<file path="src/rtl/cnn_pix_pkg.sv">
// -----------------------------------------------------------------------------
// cnn_pix_pkg
// Shared types and helpers for the camera-to-LCD pixel path.
//   line_rd_state_e : state encoding of the line reader FSM
//   rgb565_t        : RGB565 word split into its colour fields
//   pix_t           : 26-bit skid payload {sof, eol, rgb888}
//   rgb565_to_888() : RGB565 -> RGB888 expansion by MSB replication
// -----------------------------------------------------------------------------
package cnn_pix_pkg;

  typedef enum logic [1:0] {
    ST_IDLE   = 2'd0,
    ST_READ   = 2'd1,
    ST_SWITCH = 2'd2,
    ST_DONE   = 2'd3
  } line_rd_state_e;

  typedef struct packed {
    logic [4:0] r;
    logic [5:0] g;
    logic [4:0] b;
  } rgb565_t;

  typedef struct packed {
    logic        sof;
    logic        eol;
    logic [23:0] rgb;
  } pix_t;

  localparam int unsigned PIX_W = $bits(pix_t);

  // Replicating the top bits into the new LSBs maps full-scale 565 to
  // full-scale 888 (0x1F -> 0xFF) and zero to zero.
  function automatic logic [23:0] rgb565_to_888(input rgb565_t p);
    return {p.r, p.r[4:2], p.g, p.g[5:4], p.b, p.b[4:2]};
  endfunction

endpackage

</file>
<file path="src/rtl/pix_skid_buf.sv">
// -----------------------------------------------------------------------------
// pix_skid_buf
// Two-entry valid/ready buffer holding tagged pixels between the FIFO read
// port and the downstream consumer. The producer never pushes into a full
// buffer (the reader throttles itself on count_o), so nothing is dropped.
// Ports:
//   clk, rst_n   clock, asynchronous active-low reset
//   flush_i      discard all held entries (frame abort)
//   in_vld_i     push in_data_i this cycle
//   in_data_i    payload {sof, eol, rgb}
//   out_vld_o    head entry valid
//   out_data_o   head entry payload (stable until popped)
//   out_rdy_i    consumer accepts head when out_vld_o && out_rdy_i
//   count_o      number of held entries (0..2)
// -----------------------------------------------------------------------------
module pix_skid_buf
  import cnn_pix_pkg::*;
(
  input  logic       clk,
  input  logic       rst_n,
  input  logic       flush_i,
  input  logic       in_vld_i,
  input  pix_t       in_data_i,
  output logic       out_vld_o,
  output pix_t       out_data_o,
  input  logic       out_rdy_i,
  output logic [1:0] count_o
);

  pix_t       mem_q [2];
  logic       wr_ptr_q;
  logic       rd_ptr_q;
  logic [1:0] count_q;
  logic       push;
  logic       pop;

  // A push into a full buffer is refused rather than overwriting the head.
  assign push = in_vld_i && (count_q != 2'd2);
  assign pop  = (count_q != 2'd0) && out_rdy_i;

  // NOTE: sequential state uses non-blocking assignments so every flop
  // samples the pre-edge values regardless of statement order.
  always_ff @(posedge clk or negedge rst_n) begin
    if (!rst_n) begin
      wr_ptr_q <= 1'b0;
      rd_ptr_q <= 1'b0;
      count_q  <= 2'd0;
    end else if (flush_i) begin
      wr_ptr_q <= 1'b0;
      rd_ptr_q <= 1'b0;
      count_q  <= 2'd0;
    end else begin
      if (push) wr_ptr_q <= ~wr_ptr_q;
      if (pop)  rd_ptr_q <= ~rd_ptr_q;
      count_q <= count_q + {1'b0, push} - {1'b0, pop};
    end
  end

  // NOTE: payload storage is not reset; an entry is only observed while
  // count_q marks it valid, and the top masks outputs when nothing is valid.
  always_ff @(posedge clk) begin
    if (push && !flush_i) mem_q[wr_ptr_q] <= in_data_i;
  end

  assign out_vld_o  = (count_q != 2'd0);
  assign out_data_o = mem_q[rd_ptr_q];
  assign count_o    = count_q;

endmodule

</file>
<file path="src/rtl/fifo_line_reader.sv">
// -----------------------------------------------------------------------------
// fifo_line_reader
// Drains the camera ping-pong line FIFOs alternately, one full line per turn,
// converts RGB565 to RGB888 and presents a valid/ready pixel stream with
// start-of-frame and end-of-line markers.
// Parameters:
//   H_ACTIVE  pixels per line (one line per FIFO turn)
//   V_ACTIVE  lines per frame
// Ports:
//   clk, rst_n                         clock, asynchronous active-low reset
//   i_frame_start                      one-cycle pulse; arms (or re-arms) a frame
//   i_fifo1_empty, i_fifo2_empty       FIFO empty flags
//   o_fifo1_rd_en, o_fifo2_rd_en       read strobes, mutually exclusive
//   i_fifo1_rd_data, i_fifo2_rd_data   RGB565 data, valid the cycle after rd_en
//   o_rgb, o_vld, i_ready              RGB888 pixel stream
//   o_sof, o_eol                       first pixel of frame / last pixel of line
//   o_fifo_sel                         0 = fifo1 being drained, 1 = fifo2
//   o_frame_done                       pulse after the frame's last pixel is taken
// -----------------------------------------------------------------------------
module fifo_line_reader
  import cnn_pix_pkg::*;
#(
  parameter int H_ACTIVE = 800,
  parameter int V_ACTIVE = 480
) (
  input  logic        clk,
  input  logic        rst_n,
  input  logic        i_frame_start,
  input  logic        i_fifo1_empty,
  input  logic        i_fifo2_empty,
  output logic        o_fifo1_rd_en,
  output logic        o_fifo2_rd_en,
  input  logic [15:0] i_fifo1_rd_data,
  input  logic [15:0] i_fifo2_rd_data,
  output logic [23:0] o_rgb,
  output logic        o_vld,
  input  logic        i_ready,
  output logic        o_sof,
  output logic        o_eol,
  output logic        o_fifo_sel,
  output logic        o_frame_done
);

  localparam int XW = (H_ACTIVE > 1) ? $clog2(H_ACTIVE) : 1;
  localparam int YW = (V_ACTIVE > 1) ? $clog2(V_ACTIVE) : 1;
  localparam logic [XW-1:0] X_LAST = XW'(H_ACTIVE - 1);
  localparam logic [YW-1:0] Y_LAST = YW'(V_ACTIVE - 1);

  line_rd_state_e state_q;
  logic [XW-1:0]  x_q;
  logic [YW-1:0]  y_q;
  logic           sel_q;
  logic           inflight_q;    // a read was issued last cycle
  logic           infl_sof_q;    // tags travelling with that read
  logic           infl_eol_q;
  logic           frame_done_q;

  logic           skid_vld;
  logic [1:0]     skid_cnt;
  pix_t           skid_out;
  pix_t           skid_in;
  logic           skid_push;
  logic           pop;
  logic [2:0]     occ_after;
  logic           sel_empty;
  logic           rd_issue;
  rgb565_t        rd_word;

  // NOTE: every signal driven here gets a value on every path, so no latch
  // is inferred.
  always_comb begin
    pop       = skid_vld && i_ready;
    // Slots still committed after this cycle's handshake: held entries plus
    // the datum returning from last cycle's read. Counting the departing
    // pixel lets a read issue every cycle while the consumer keeps up.
    occ_after = 3'(skid_cnt) + {2'b00, inflight_q} - {2'b00, pop};
    sel_empty = sel_q ? i_fifo2_empty : i_fifo1_empty;
    // A frame_start cycle issues nothing: the frame is being re-armed.
    rd_issue  = (state_q == ST_READ) && !i_frame_start && !sel_empty &&
                (occ_after < 3'd2);
  end

  // sel_q cannot change between issue and capture: the last read of a line
  // is captured during SWITCH, and SWITCH updates sel_q at its end.
  assign rd_word   = rgb565_t'(sel_q ? i_fifo2_rd_data : i_fifo1_rd_data);
  assign skid_in   = '{sof: infl_sof_q, eol: infl_eol_q,
                       rgb: rgb565_to_888(rd_word)};
  // The datum returning during an abort cycle belongs to the old frame.
  assign skid_push = inflight_q && !i_frame_start;

  pix_skid_buf u_skid (
    .clk        (clk),
    .rst_n      (rst_n),
    .flush_i    (i_frame_start),
    .in_vld_i   (skid_push),
    .in_data_i  (skid_in),
    .out_vld_o  (skid_vld),
    .out_data_o (skid_out),
    .out_rdy_i  (i_ready),
    .count_o    (skid_cnt)
  );

  always_ff @(posedge clk or negedge rst_n) begin
    if (!rst_n) begin
      state_q      <= ST_IDLE;
      x_q          <= '0;
      y_q          <= '0;
      sel_q        <= 1'b0;
      inflight_q   <= 1'b0;
      infl_sof_q   <= 1'b0;
      infl_eol_q   <= 1'b0;
      frame_done_q <= 1'b0;
    end else begin
      frame_done_q <= 1'b0;
      inflight_q   <= rd_issue;
      if (rd_issue) begin
        infl_sof_q <= (x_q == '0) && (y_q == '0);
        infl_eol_q <= (x_q == X_LAST);
      end

      if (i_frame_start) begin
        // Same entry from any state; an aborted frame never reports done.
        state_q <= ST_READ;
        sel_q   <= 1'b0;
        x_q     <= '0;
        y_q     <= '0;
      end else begin
        case (state_q)
          ST_IDLE: ;
          ST_READ: begin
            if (rd_issue) begin
              if (x_q == X_LAST) state_q <= ST_SWITCH;
              else               x_q     <= x_q + XW'(1);
            end
          end
          ST_SWITCH: begin
            sel_q <= ~sel_q;
            x_q   <= '0;
            if (y_q == Y_LAST) begin
              state_q <= ST_DONE;
            end else begin
              y_q     <= y_q + YW'(1);
              state_q <= ST_READ;
            end
          end
          ST_DONE: begin
            // No reads remain; the handshake that empties the buffer is the
            // frame's last (eol) pixel.
            if (pop && (skid_cnt == 2'd1) && !inflight_q) begin
              frame_done_q <= 1'b1;
              state_q      <= ST_IDLE;
            end
          end
          default: state_q <= ST_IDLE;
        endcase
      end
    end
  end

  assign o_fifo1_rd_en = rd_issue && !sel_q;
  assign o_fifo2_rd_en = rd_issue && sel_q;
  assign o_vld         = skid_vld;
  assign o_rgb         = skid_vld ? skid_out.rgb : 24'd0;
  assign o_sof         = skid_vld && skid_out.sof;
  assign o_eol         = skid_vld && skid_out.eol;
  assign o_fifo_sel    = sel_q;
  assign o_frame_done  = frame_done_q;

endmodule
</file>
<file path="config.mk">
export PLATFORM = sky130hd
export DESIGN_NAME = fifo_line_reader
export DESIGN_NICKNAME = d
export VERILOG_FILES = /design/src/rtl/cnn_pix_pkg.sv /design/src/rtl/pix_skid_buf.sv /design/src/rtl/fifo_line_reader.sv
export SDC_FILE = /design/constraint.sdc
export NUM_CORES = 1
export LEC_CHECK = 0
export ABC_AREA = 1
export ABC_CLOCK_PERIOD_IN_PS = 2400
export BUFFER_PORTS_ARGS = -buffer_cell sky130_fd_sc_hd__buf_4
export CORE_UTILIZATION = 40
export CTS_BUF_LIST = sky130_fd_sc_hd__clkbuf_16
export CTS_CLUSTER_SIZE = 25
export DETAILED_ROUTE_END_ITERATION = 16
export PLACE_DENSITY = 0.62
export SLEW_MARGIN = 25
export SYNTH_ARGS = -nofsm -noshare
export SYNTH_HDL_FRONTEND = slang
export SYNTH_SLANG_ARGS = --single-unit
</file>
<file path="constraint.sdc">
create_clock -name clk -period 2.4 [get_ports clk]
set_clock_uncertainty 0.15 [all_clocks]
set_input_delay 0.12 -clock clk [delete_from_list [all_inputs] [get_ports clk]]
set_output_delay 0.12 -clock clk [all_outputs]
set_load 0.005 [all_outputs]
</file>
==> results.md <==
* Largest net degree at the start of global routing at 31
* Most used cell, CP: inv_2
* Initial antenna violation count at 0
* Via count at approximately 3200
* Kind of cell adding the most delay to the critical path: adder cells
* Seq cells post-synth at 66
* Lkg Pwr at 2.323 nW
* RSZ-0062 raised after global routing: yes
* Core Util, Final at about 60%
* Share of layout cells above drive strength 1 at between 20% and 30%
* Final global-route overflow total at 0
* Final Cycle Share at 114.9%
* Worst hold path class: input pin to asynchronous set/reset pin
* Setup ws final at -0.3578 ns
* Grt peak-use layer: met2
* Final Net Count at 588
* MaxCap Viol Count at 0
* H-Tree Depth at 3
* CP max FO at 4
* Finished Layout Cells at 652
* Maximum vdd ir drop at 0.5293 mV
* Starting Density at a little over two fifths
* Vias in the first global route at 3002
* Failing checks: negative setup slack
* Initial DRC count at 121
* Crit path cell chain: nor2_4 -> inv_2 -> nand2_2 -> inv_2 -> ha_4 -> inv_4 -> nand2_4 -> fa_1 -> a21boi_2 -> nand2_2 -> nor2_4 -> inv_2 -> nor2_1 -> buf_4
* Crit path time final at between 2 and 3 ns
* Ports at 69
* Max Freq at around 0.36 GHz
* Slowest stage cell, crit path: fa_1
* Commonest cells in the netlist: 162 x nand2_1, 38 x inv_1, 36 x edfxtp_1, 30 x dfrtp_1, 30 x nor2_1
* Cell Area, Placed at 0.004116 mm2
* Hpwl dp at 5380 um
* Actual slew at the worst max-slew pin at 0.6436 ns
* Worst R2R End: state_q[0]$_DFFE_PN0P_
* Clock Path Buffers at 2
* R2R depth at 18
* Worst path required time at 2.13 ns
* Final Hold Fails at 0
* CTS tree: done
* Setup_tns at -4.340 ns
* Main flop type after synthesis: edfxtp_1
* Die ar. at 0.009066 mm2
* Via density at 4.854
* Post-route DRC violation count at 0
* Clock transition at the registers of the reported paths at 0.05 ns
* RR Startpoint: u_skid.count_o[1]$_DFF_PN0_
* Setup slack, reg-to-reg at -0.30 ns
* Buf+Inv Stages, Crit Path at 5
* M1 GR Usage at 24.14%
* Worst EP arrival at around 2.5 ns
* Register area share after synthesis at 52.70%
* Syn Nets at about 470
* Skew-Pair Late Insertion Delay at about 0.33 ns
* Sink Count at 66
* Total wire length at between 8000 and 9000 um
* Die height at 95.22 um
* Ys async rst share at 45.45%
* Routed len/inst at approximately 13 um
* Final Max Tran Viols at 0
* Pre-CTS WS at -0.2153 ns
* Synthesized area at 0.003476 mm2
* Final ANT Viol Nets at 0
* Status: complete, but fails checks
* RePlAce Congestion at 0.8122
* Slew HR at 57.04%
* Final Setup Violations at 17
* Most numerous cell in the Yosys netlist: nand2_1
* Core box area at 0.008299 mm2
* Count of cell types in the netlist at 27
* Mapped Cells at between 400 and 500
* Met3 usage at 3.828%
* Antenna cells at 0
* Area share of the largest cell type after synthesis at 31.10%
* Drt pass-1 iters at 4
* Total track usage at between 20% and 30%
* Yosys Warn Count at 0
* Top area cells in the synthesized netlist: edfxtp_1 31%, dfrtp_1 22%, nand2_1 17%, inv_1 4.1%, a21oi_1 3.6%
* Post-layout instance area at 0.004969 mm2
* Met2 Use GR at around a third
* First-pass GRT wire length at 13740 um
* Area occupied by registers at 0.001833 mm2
* IO Port Bufs at 68
* Die W at roughly 95 um
* Number of synthesized flops with an enable pin at 36
* Root Buffer: clkbuf_16
* Placed cell count at 585
* Num CTS Buffers at 9
* CP startpoint kind: flip-flop
* Fillcell total at between 700 and 800
* Worst Path Class, Setup: flip-flop to output port
* Critical Path Max Stage Delay at 0.49 ns
* Area of the multi-input gates at 0.001436 mm2
* Row cnt at 33
* Avg Cell Area, Syn at 8.296 um2
* Crit end category: output port
* P&R area growth vs syn at 42.94%
* Power per Cell Area at approximately 940 mW/mm2
* Leading area contributor after synthesis: edfxtp_1
cells in the final DEF, fill, tap and decap left out, drive strengths merged:
| cell | instances |
|---|---|
| a21oi | 25 |
| xor2 | 4 |
| nand4 | 9 |
| clkinv | 3 |
| nor3 | 4 |
| nor3b | 2 |
| nand3 | 20 |
| inv | 42 |
| dfrtp | 30 |
| edfxtp | 36 |
| clkbuf | 9 |
| ha | 7 |
| nor2 | 38 |
| o21ai | 14 |
| fa | 1 |
| dlygate4sd3 | 35 |
| o22ai | 1 |
| nand2 | 164 |
| bufinv | 2 |
| o21bai | 1 |
| clkinvlp | 1 |
| buf | 98 |
| a21boi | 1 |
through the flow:
step           power (W)  hold slack, ns
6_report        0.004670          0.1043
5_1_grt         0.004965          0.1411
4_1_cts         0.004617         0.02291
3_5_place_dp    0.002912        -0.06548
3_3_place_gp    0.002878        -0.06620
2_1_floorplan   0.002336         -0.3256
how the worst max path moves through the flow:
| stage | endpoint | slack, ns | cells past startpoint | from |
|---|---|---|---|---|
| floorplan | state_q[0]$_DFFE_PN0P_ | -0.19 | 16 | u_skid.count_o[1]$_DFF_PN0_ |
| global placement | state_q[0]$_DFFE_PN0P_ | -0.11 | 16 | u_skid.count_o[1]$_DFF_PN0_ |
| detailed placement | state_q[0]$_DFFE_PN0P_ | -0.22 | 16 | u_skid.count_o[1]$_DFF_PN0_ |
| CTS | o_fifo1_rd_en | -0.29 | 14 | u_skid.count_o[0]$_DFF_PN0_ |
| global route | o_fifo1_rd_en | -0.48 | 14 | u_skid.count_o[1]$_DFF_PN0_ |
| finish | o_fifo1_rd_en | -0.36 | 14 | u_skid.count_o[1]$_DFF_PN0_ |
logic make-up after synthesis:
kind of cell    share of synthesized area (%)
compound gates                          6.552
xor+xnor                                1.008
fa+ha+maj                               3.096
buf+inv                                 7.955
flops                                   52.70
simple gates                            28.69
registers in the layout, indices dropped and copies added (netlist names):
name             flops
infl_eol_q           1
infl_sof_q           1
inflight_q           1
o_fifo_sel           1
o_frame_done         1
state_q              2
u_skid.count_o       2
u_skid.mem_q        36
u_skid.rd_ptr_q      1
u_skid.wr_ptr_q      1
x_q                 10
y_q                  9
final cells by class:
class	count	share of cell area [%]
Inverter	41	3.148
Multi-Input combinational cell	291	28.91
Tap cell	105	2.644
Sequential cell	66	36.89
Clock buffer	9	4.533
Clock inverter	7	1.712
Timing Repair Buffer	133	22.16
power by group:
part | leakage, nW | switching, W | internal (W)
Sequential | 0.734 | 0.000107 | 0.00136
Combinational | 1.43 | 0.000955 | 0.000883
Clock | 0.154 | 0.000466 | 0.000897
layer usage:
metal,part of all wire [%],vias to the layer above
li1,-,1581
met1,43,1488
met2,50,79
met3,4.6,17
met4,2.2,0
met5,0,-
timing repair:
| action | 4_1_cts | 5_1_grt |
|---|---|---|
| endpoints found under the hold margin | 67 | 0 |
| hold buffers | 35 | 0 |
| pin swaps | 3 | 3 |
| resized for setup | 11 | 9 |
| buffers inserted | 13 | 7 |
| cloned | 1 | 0 |
| endpoints found under the setup margin | 16 | 17 |
Note: power is estimated with default switching activity, not from simulation.
